<file path="src/rtl/seg_disp_pkg.sv">
// seg_disp_pkg: segment patterns and converter states shared by seg_scan_display
package seg_disp_pkg;
  localparam logic [6:0] SEG_BLANK = 7'h7F;
  typedef enum logic [1:0] {IDLE, SHIFT, DONE} conv_state_t;
  function automatic logic [6:0] seg_decode(input logic [3:0] n);
    case (n)
      4'd0: seg_decode = 7'h40;
      4'd1: seg_decode = 7'h79;
      4'd2: seg_decode = 7'h24;
      4'd3: seg_decode = 7'h30;
      4'd4: seg_decode = 7'h19;
      4'd5: seg_decode = 7'h12;
      4'd6: seg_decode = 7'h02;
      4'd7: seg_decode = 7'h78;
      4'd8: seg_decode = 7'h00;
      4'd9: seg_decode = 7'h10;
      default: seg_decode = SEG_BLANK;
    endcase
  endfunction
endpackage

</file>
<file path="src/rtl/bin2bcd_seq.sv">
// bin2bcd_seq: sequential double-dabble with atomic BCD/ovf/blank update (LEAD_ZERO_BLANK_EN adds blank mask)
module bin2bcd_seq import seg_disp_pkg::*; #(
  parameter int SCORE_W = 14,
  parameter int N_DIGITS = 4
) (
  input  logic                  segclk,
  input  logic                  clr_n,
  input  logic                  start,
  input  logic [SCORE_W-1:0]    score,
  output logic                  busy,
  output logic                  done,
  output logic [4*N_DIGITS-1:0] bcd,
  output logic [N_DIGITS-1:0]   blank,
  output logic                  ovf
);
  localparam int NS = (SCORE_W + 2) / 3;
  localparam int NT = NS > N_DIGITS ? NS : N_DIGITS;
  localparam int CW = $clog2(SCORE_W + 1);
`ifdef LEAD_ZERO_BLANK_EN
  localparam logic [N_DIGITS-1:0] BLANK_RST = ~N_DIGITS'(1);
  logic z;
`else
  localparam logic [N_DIGITS-1:0] BLANK_RST = '0;
`endif
  conv_state_t state, state_n;
  logic [SCORE_W-1:0] sr;
  logic [4*NT-1:0] scr, adj;
  logic [CW-1:0] cnt;
  logic carry;
  logic [N_DIGITS-1:0] blank_n;
  assign busy = state == SHIFT;
  assign done = state == DONE;
  // scratch is wide enough for any SCORE_W value; anything above N_DIGITS nibbles is overflow
  assign carry = |(scr >> (4 * N_DIGITS));
  always_comb begin
    adj = scr;
    for (int i = 0; i < NT; i++)
      adj[4*i +: 4] = scr[4*i +: 4] >= 4'd5 ? scr[4*i +: 4] + 4'd3 : scr[4*i +: 4];
  end
  always_comb begin
    blank_n = '0;
`ifdef LEAD_ZERO_BLANK_EN
    z = 1'b1;
    for (int i = N_DIGITS - 1; i > 0; i--) begin
      z = z && scr[4*i +: 4] == 4'd0;
      blank_n[i] = z && !carry;
    end
`endif
  end
  always_comb
    state_n = state == IDLE  ? (start ? SHIFT : IDLE) :
              state == SHIFT ? (cnt == CW'(SCORE_W - 1) ? DONE : SHIFT) : IDLE;
  always_ff @(posedge segclk or negedge clr_n)
    if (!clr_n) state <= IDLE;
    else state <= state_n;
  always_ff @(posedge segclk or negedge clr_n)
    if (!clr_n) begin
      sr <= '0;
      scr <= '0;
      cnt <= '0;
      bcd <= '0;
      blank <= BLANK_RST;
      ovf <= 1'b0;
    end else begin
      if (state == IDLE && start) begin
        sr <= score;
        scr <= '0;
        cnt <= '0;
      end
      if (busy) begin
        {scr, sr} <= {adj, sr} << 1;
        cnt <= cnt + 1'b1;
      end
      if (done) begin
        bcd <= carry ? {N_DIGITS{4'd9}} : scr[4*N_DIGITS-1:0];
        blank <= blank_n;
        ovf <= carry;
      end
    end
endmodule

</file>
<file path="src/rtl/seg_scan_display.sv">
// seg_scan_display: binary score to multiplexed 7-segment display (LEAD_ZERO_BLANK_EN blanks leading zeros)
module seg_scan_display import seg_disp_pkg::*; #(
  parameter int N_DIGITS = 4,
  parameter int SCORE_W = 14,
  parameter int REFRESH_DIV = 65536
) (
  input  logic                segclk,
  input  logic                clr_n,
  input  logic [SCORE_W-1:0]  score,
  output logic [6:0]          seg,
  output logic [N_DIGITS-1:0] an,
  output logic                busy,
  output logic                ovf
);
  localparam int RW = $clog2(REFRESH_DIV);
  localparam int IW = N_DIGITS > 1 ? $clog2(N_DIGITS) : 1;
  logic [RW-1:0] rcnt;
  logic [IW-1:0] idx;
  logic [SCORE_W-1:0] last;
  logic done, start, wrap;
  logic [4*N_DIGITS-1:0] bcd;
  logic [N_DIGITS-1:0] blank;
  assign start = score != last;
  assign wrap = rcnt == RW'(REFRESH_DIV - 1);
  bin2bcd_seq #(.SCORE_W(SCORE_W), .N_DIGITS(N_DIGITS)) u_conv (
    .segclk(segclk),
    .clr_n(clr_n),
    .start(start),
    .score(score),
    .busy(busy),
    .done(done),
    .bcd(bcd),
    .blank(blank),
    .ovf(ovf)
  );
  // an and seg are both registered from the same idx, so a digit never pairs with stale data
  always_ff @(posedge segclk or negedge clr_n)
    if (!clr_n) begin
      rcnt <= '0;
      idx <= '0;
      last <= '0;
      seg <= SEG_BLANK;
      an <= '1;
    end else begin
      if (!busy && !done && start) last <= score;
      rcnt <= wrap ? '0 : rcnt + 1'b1;
      if (wrap) idx <= idx == IW'(N_DIGITS - 1) ? '0 : idx + 1'b1;
      an <= ~(N_DIGITS'(1) << idx);
      seg <= blank[idx] ? SEG_BLANK : seg_decode(bcd[4*idx +: 4]);
    end
endmodule
</file>
<file path="config.mk">
export PLATFORM = sky130hd
export DESIGN_NAME = seg_scan_display
export DESIGN_NICKNAME = d
export VERILOG_FILES = /design/src/rtl/seg_disp_pkg.sv /design/src/rtl/bin2bcd_seq.sv /design/src/rtl/seg_scan_display.sv
export SDC_FILE = /design/constraint.sdc
export NUM_CORES = 1
export LEC_CHECK = 0
export ABC_AREA = 1
export CORE_MARGIN = 2
export CORE_UTILIZATION = 45
export CTS_CLUSTER_SIZE = 12
export DETAILED_ROUTE_END_ITERATION = 16
export GPL_TIMING_DRIVEN = 0
export HOLD_SLACK_MARGIN = 0.1
export PLACE_DENSITY = 0.68
export SLEW_MARGIN = 20
export SYNTH_ARGS = -nofsm -noshare
export SYNTH_HDL_FRONTEND = slang
export SYNTH_SLANG_ARGS = --single-unit
</file>
<file path="constraint.sdc">
create_clock -name segclk -period 4.3 [get_ports segclk]
set_input_delay 0.645 -clock segclk [delete_from_list [all_inputs] [get_ports segclk]]
set_output_delay 0.645 -clock segclk [all_outputs]
set_load 0.03 [all_outputs]
</file>
Word-level counts from Yosys, hierarchy flattened
Memories as Yosys holds them, arrays and structs flattened. A register that Yosys moved wholly into a read port is not among the register bits.
Cells that the tools add are included.

cells by class
  add/sub/neg operators = 8
  order comparisons = 5
  equal/unequal tests = 6
  shift operators = 2
  multiplexer cells = 18
  bitwise logic cells = 1
  reduce and logical (&&, ||, !) cells = 9

operator list
  cell                   count
  $mux 20                2
  $mux 16                2
  $mux 14                2
  $mux 4                 6
  $ge 4x3->1 const B     5
  $add 16x1->16 const B  1
  $add 4x2->4 const B    4
  $eq 16x16->1 const B   1
  $shiftx 16x5->4        1
  $ne 14x14->1           1
  $mux 2                 4
  $add 4x1->4 const B    1
  $eq 2x2->1 const B     2
  $eq 4x4->1 const B     1
  $not 4->4              1
  $reduce_or 4->1        1
  $shl 1x2->4 const A    1
  $add 3x2->3 const B    1
  $logic_and 1x1->1      3
  $logic_not 1->1        3
  $mux 3                 1
  $add 2x1->2 const B    1
  $eq 2x1->1 const B     1
  $logic_not 2->1        1
  2 further kinds        2

storage, ports and cells
  flip-flop bits (word level) = 93
  bits in read-only memories = 112
  input bits = 16
  output and inout bits = 13
  word-level logic and storage cells = 60
  memories kept = 1

memory list
  name              words  bits a word  rd ports  clocked after Yosys merged registers in  write ports  RTL line           text
  (name not given)  16     7            1         1                                        0            seg_disp_pkg.sv:6  case (n)

Longest topological paths before layout
  word-level depth = 4
  mapped depth = 12
  gate-level depth less buffers = 11

Modules after synthesis
Synthesis repeated with hierarchy kept, for this count alone.

second synthesis, totals
  cell total of the unflattened synthesis = 671
  area, all modules = 5336.4 sq um

by module, submodules not included
  module            instances  cells an instance  area an instance (sq um)  seq. area each (sq um)
  bin2bcd_seq       1          355                2886.5                    1426.4
  seg_scan_display  1          316                2449.8                    1089.8

Least setup slack after synthesis
No wires, ideal clock.

  path kind = input to register
  start = in score[1]
  end = reg u_conv.sr[4]
  data arrival time = 1.528 ns
  slack = 2.655 ns
  cell stages on the path = 12
  cell sequence = inv_1 -> nand2_1 -> nand2_1 -> nor2_1 -> nand2_1 -> nor2_1 -> nand2_1 -> nand2_2 -> nand2_1 -> buf_2 -> nand2_1 -> nand2_1

between the ends
  longest elaborated chain between the ends = 3

RTL lines
  item                                RTL line                text
  from (decl)                         seg_scan_display.sv:9   input logic [SCORE_W-1:0] score,
  $ne 14x14->1                        seg_scan_display.sv:23  assign start = score != last;
  $logic_and 1x1->1                   bin2bcd_seq.sv:65       if (state == IDLE && start) begin
  $reduce_bool 2->1 (no source line)  n/a
  to (signal assigned)                bin2bcd_seq.sv:66       sr <= score;
  to (signal assigned)                bin2bcd_seq.sv:71       {scr, sr} <= {adj, sr} << 1;
  to (decl)                           bin2bcd_seq.sv:26       logic [SCORE_W-1:0] sr;

Every way passes these cells.
A chain may end at the register's enable or synchronous reset.

Final worst setup path
  start = reg u_conv.state[1]
  end = out busy

between the ends
  longest elaborated chain between the ends = 1

RTL lines
  item                    RTL line                text
  from (decl)             bin2bcd_seq.sv:25       conv_state_t state, state_n;
  from (signal assigned)  bin2bcd_seq.sv:55       else state <= state_n;
  $eq 2x1->1              bin2bcd_seq.sv:31       assign busy = state == SHIFT;
  to (decl)               seg_scan_display.sv:12  output logic busy,

Every way passes these cells.

==> metrics.txt <==
count of clock tree sinks 100; overall track demand over capacity in global routing 0.181; area share of the leading cell type in the synthesized netlist 0.426; nets in the synthesized netlist ~700; average cell area after synthesis 7.91 sq um; data arrival time of the critical path 1730 ps; headroom to the max-slew limit 0.638; DP HPWL 7570 microns; worst slew pin tran between 500 and 600 ps; largest area contributor in the synthesized netlist dfrtp_1; clock edge transition at the registers on the reported setup and hold paths ~70 ps; area growth from synthesis to layout 15.6%; shortest clock period the worst path allows after layout roughly 2400 ps; Inserted Diodes 0; number of different library cells in the post-synthesis netlist 33; fin nets around 740; Root Buffer Master clkbuf_16; number of setup violations in the final report 0; number of input and output port buffers inserted 28; first-pass GRT wire length roughly 19000 microns; Hold Violations, Final 0; cell types with the largest area share after synthesis dfrtp_1 43%, nand2_1 14%, o21ai_0 7.2%; area occupied by multi-input gates between 2000 and 2500 sq um; Internal Pwr Total between 2 and 2.5 mW; sequential cell area fraction in the yosys report 0.482; Setup WS post-layout ~1900 ps; share of the clock period used by the worst path after layout 0.552; largest clock skew in the final design between 6 and 7 ps; Routed wire per std cell roughly 13 microns; Final Routed Wirelength 10700 microns; total congestion overflow 0; Inst Count DP ~830; non-filler cells, final ~850; hold buffer count at cts 0; Routability Congestion between 0.8 and 0.9; TritonCTS Buffers 9; largest buffer count on any clock path 2; via count of the first global-routing pass 4112; required time at the endpoint of the critical path about 3700 ps; maximum number of pins on one net before global-route repair 68; Peak Freq about 420 MHz; Residual DRC 0; WL met1 5040 microns; first drt pass iteration count 4; Placeable Area about 11000 sq um; initial antenna violation count 0; Post-CTS Repair Setup Buffers 0; number of warnings issued by yosys 0; highest routing layer actually used met4; TritonCTS clock tree yes; cell count after synthesis between 600 and 700; sequential cell area 2520 sq um; vias per std cell roughly 5; Syn Std Cell Area about 5200 sq um; Setup CP Type reg -> out; type of the worst min-delay path in -> async; die extent in y approximately 110 microns; number of nets with antenna violations after routing 0; met2 WL post-DR 5180 microns; power share of the combinational group 0.377; total power density per cell area ~630 nW/um^2; H-tree depth 3; die boundary width roughly 110 microns; net load switching power about 1.5 mW; row count 39; setup slack after placement 1860 ps; static leakage power slightly above 3 nW; detailed-route via count 4220; Die Area 12500 sq um; final-layout fill cell count 1065; total of max-cap violations 0; commonest non-fill, non-tap cells in the layout 197 x nand2_1, 89 x dfrtp_1, 84 x inv_1; Final Slew Violations 0; amount of wire on met3 after detailed routing around 340 microns; CP max FO 3; Top Ports 29; result of the run finished clean; most common library cell in the layout ignoring fill and taps nand2_1; startpoint type of the worst setup path register; sequential cell fraction of total power 0.392; type of destination of the critical path output pin; synthesized flop and latch total 100; worst ir drop on vdd about 0.4 mV; switching power share of the total 0.395; effective utilization at floorplan 0.459; setup repair after global routing missed its margin no; Resize count post-CTS 0; clk_lat worst skew 340 ps; share of total power in the clock network 0.230; share of final-layout standard cells stronger than drive strength 1 0.0709; number of DRC violations after detailed-routing iteration 0 247
[cell type report]
| cell class | count | area share |
|---|---|---|
| clock buffers | 10 | 0.0396 |
| repair buffers | 29 | 0.0512 |
| clock inverters | 6 | 0.0143 |
| well taps | 143 | 0.0296 |
| multi-input cells | 452 | 0.377 |
| flip-flops and latches | 100 | 0.417 |
| plain buffers | 20 | 0.0170 |
| inverters | 88 | 0.0547 |
[power by group through the flow]
stage	registers (mW)	clock network [mW]	logic, mW
final	1.50	0.880	1.44
after global routing	1.54	0.934	1.66
after CTS	1.49	0.903	1.45
after detailed placement	1.51	0	1.43
after global placement	1.49	0	1.37
after floorplan	1.49	0	1.03
[Yosys cell counts]
cell type,number
a21o_1,1
or2_2,2
nand3_1,58
a21oi_1,19
nand4_1,6
nor3b_1,1
xor2_1,11
ha_1,26
o21ai_2,1
nor2_1,40
nor3b_2,1
nor3_2,1
or2_1,1
inv_1,84
dfstp_2,11
dfrtp_1,89
a31o_2,1
xnor2_1,4
clkbuf_1,8
buf_4,1
nor3_1,1
o21bai_1,1
buf_6,2
nand3b_1,1
buf_2,7
inv_2,2
nand2_2,2
o31ai_1,1
buf_1,2
nor3_4,1
nand2_1,197
clkinv_1,2
o21ai_0,75
[per-stage QoR]
stage	util	cell area (sq um)	power [mW]	hold WS (ps)	TNS [ps]
after detailed placement	0.502	5710	2.94	454	0
after global routing	0.531	6040	4.14	204	0
final	0.531	6040	3.82	188	0
after CTS	0.531	6040	3.84	193	0
after global placement	0.500	5680	2.86	447	-107430
after floorplan	-	5220	2.51	349	0
[layer usage]
metal  GRT usage  vias up
li1            -     2165
met1       0.233     1992
met2       0.310       50
met5           0        -
met3      0.0332       13
met4      0.0601        0
[sequential cells by signal, summed over array words and instances, names as in the netlist]
| signal | flops |
|---|---|
| an | 4 |
| idx | 2 |
| last | 14 |
| rcnt | 16 |
| seg | 7 |
| u_conv.bcd | 16 |
| u_conv.cnt | 4 |
| u_conv.ovf | 1 |
| u_conv.scr | 20 |
| u_conv.sr | 14 |
| u_conv.state | 2 |
[worst max-delay path, stage by stage (launching register included)]
cell             delay [ps]
dfrtp_1                 380
inv_1                    80
ha_1                    220
clkdlybuf4s50_1         700
[final timing paths]
kind	start	end	slack [ps]	depth (start not counted)
setup / recovery	u_conv.state[1]	busy	1920	3
hold / removal	clr_n	rcnt[14]	190	1
setup reg to reg	u_conv.state[1]	u_conv.scr[17]	2460	8
hold reg to reg	rcnt[0]	rcnt[0]	460	1
max in group asynchronous	clr_n	seg[5]	3460	2
min in group segclk	rcnt[0]	rcnt[0]	460	1
[cells by family after synthesis]
logic type / share of synthesized area
simple gates: 0.250
xor+xnor: 0.0251
buf+inv: 0.0829
fa+ha+maj: 0.0623
flops: 0.482
compound gates: 0.0977
No activity file was read; power rests on OpenSTA's default activity.
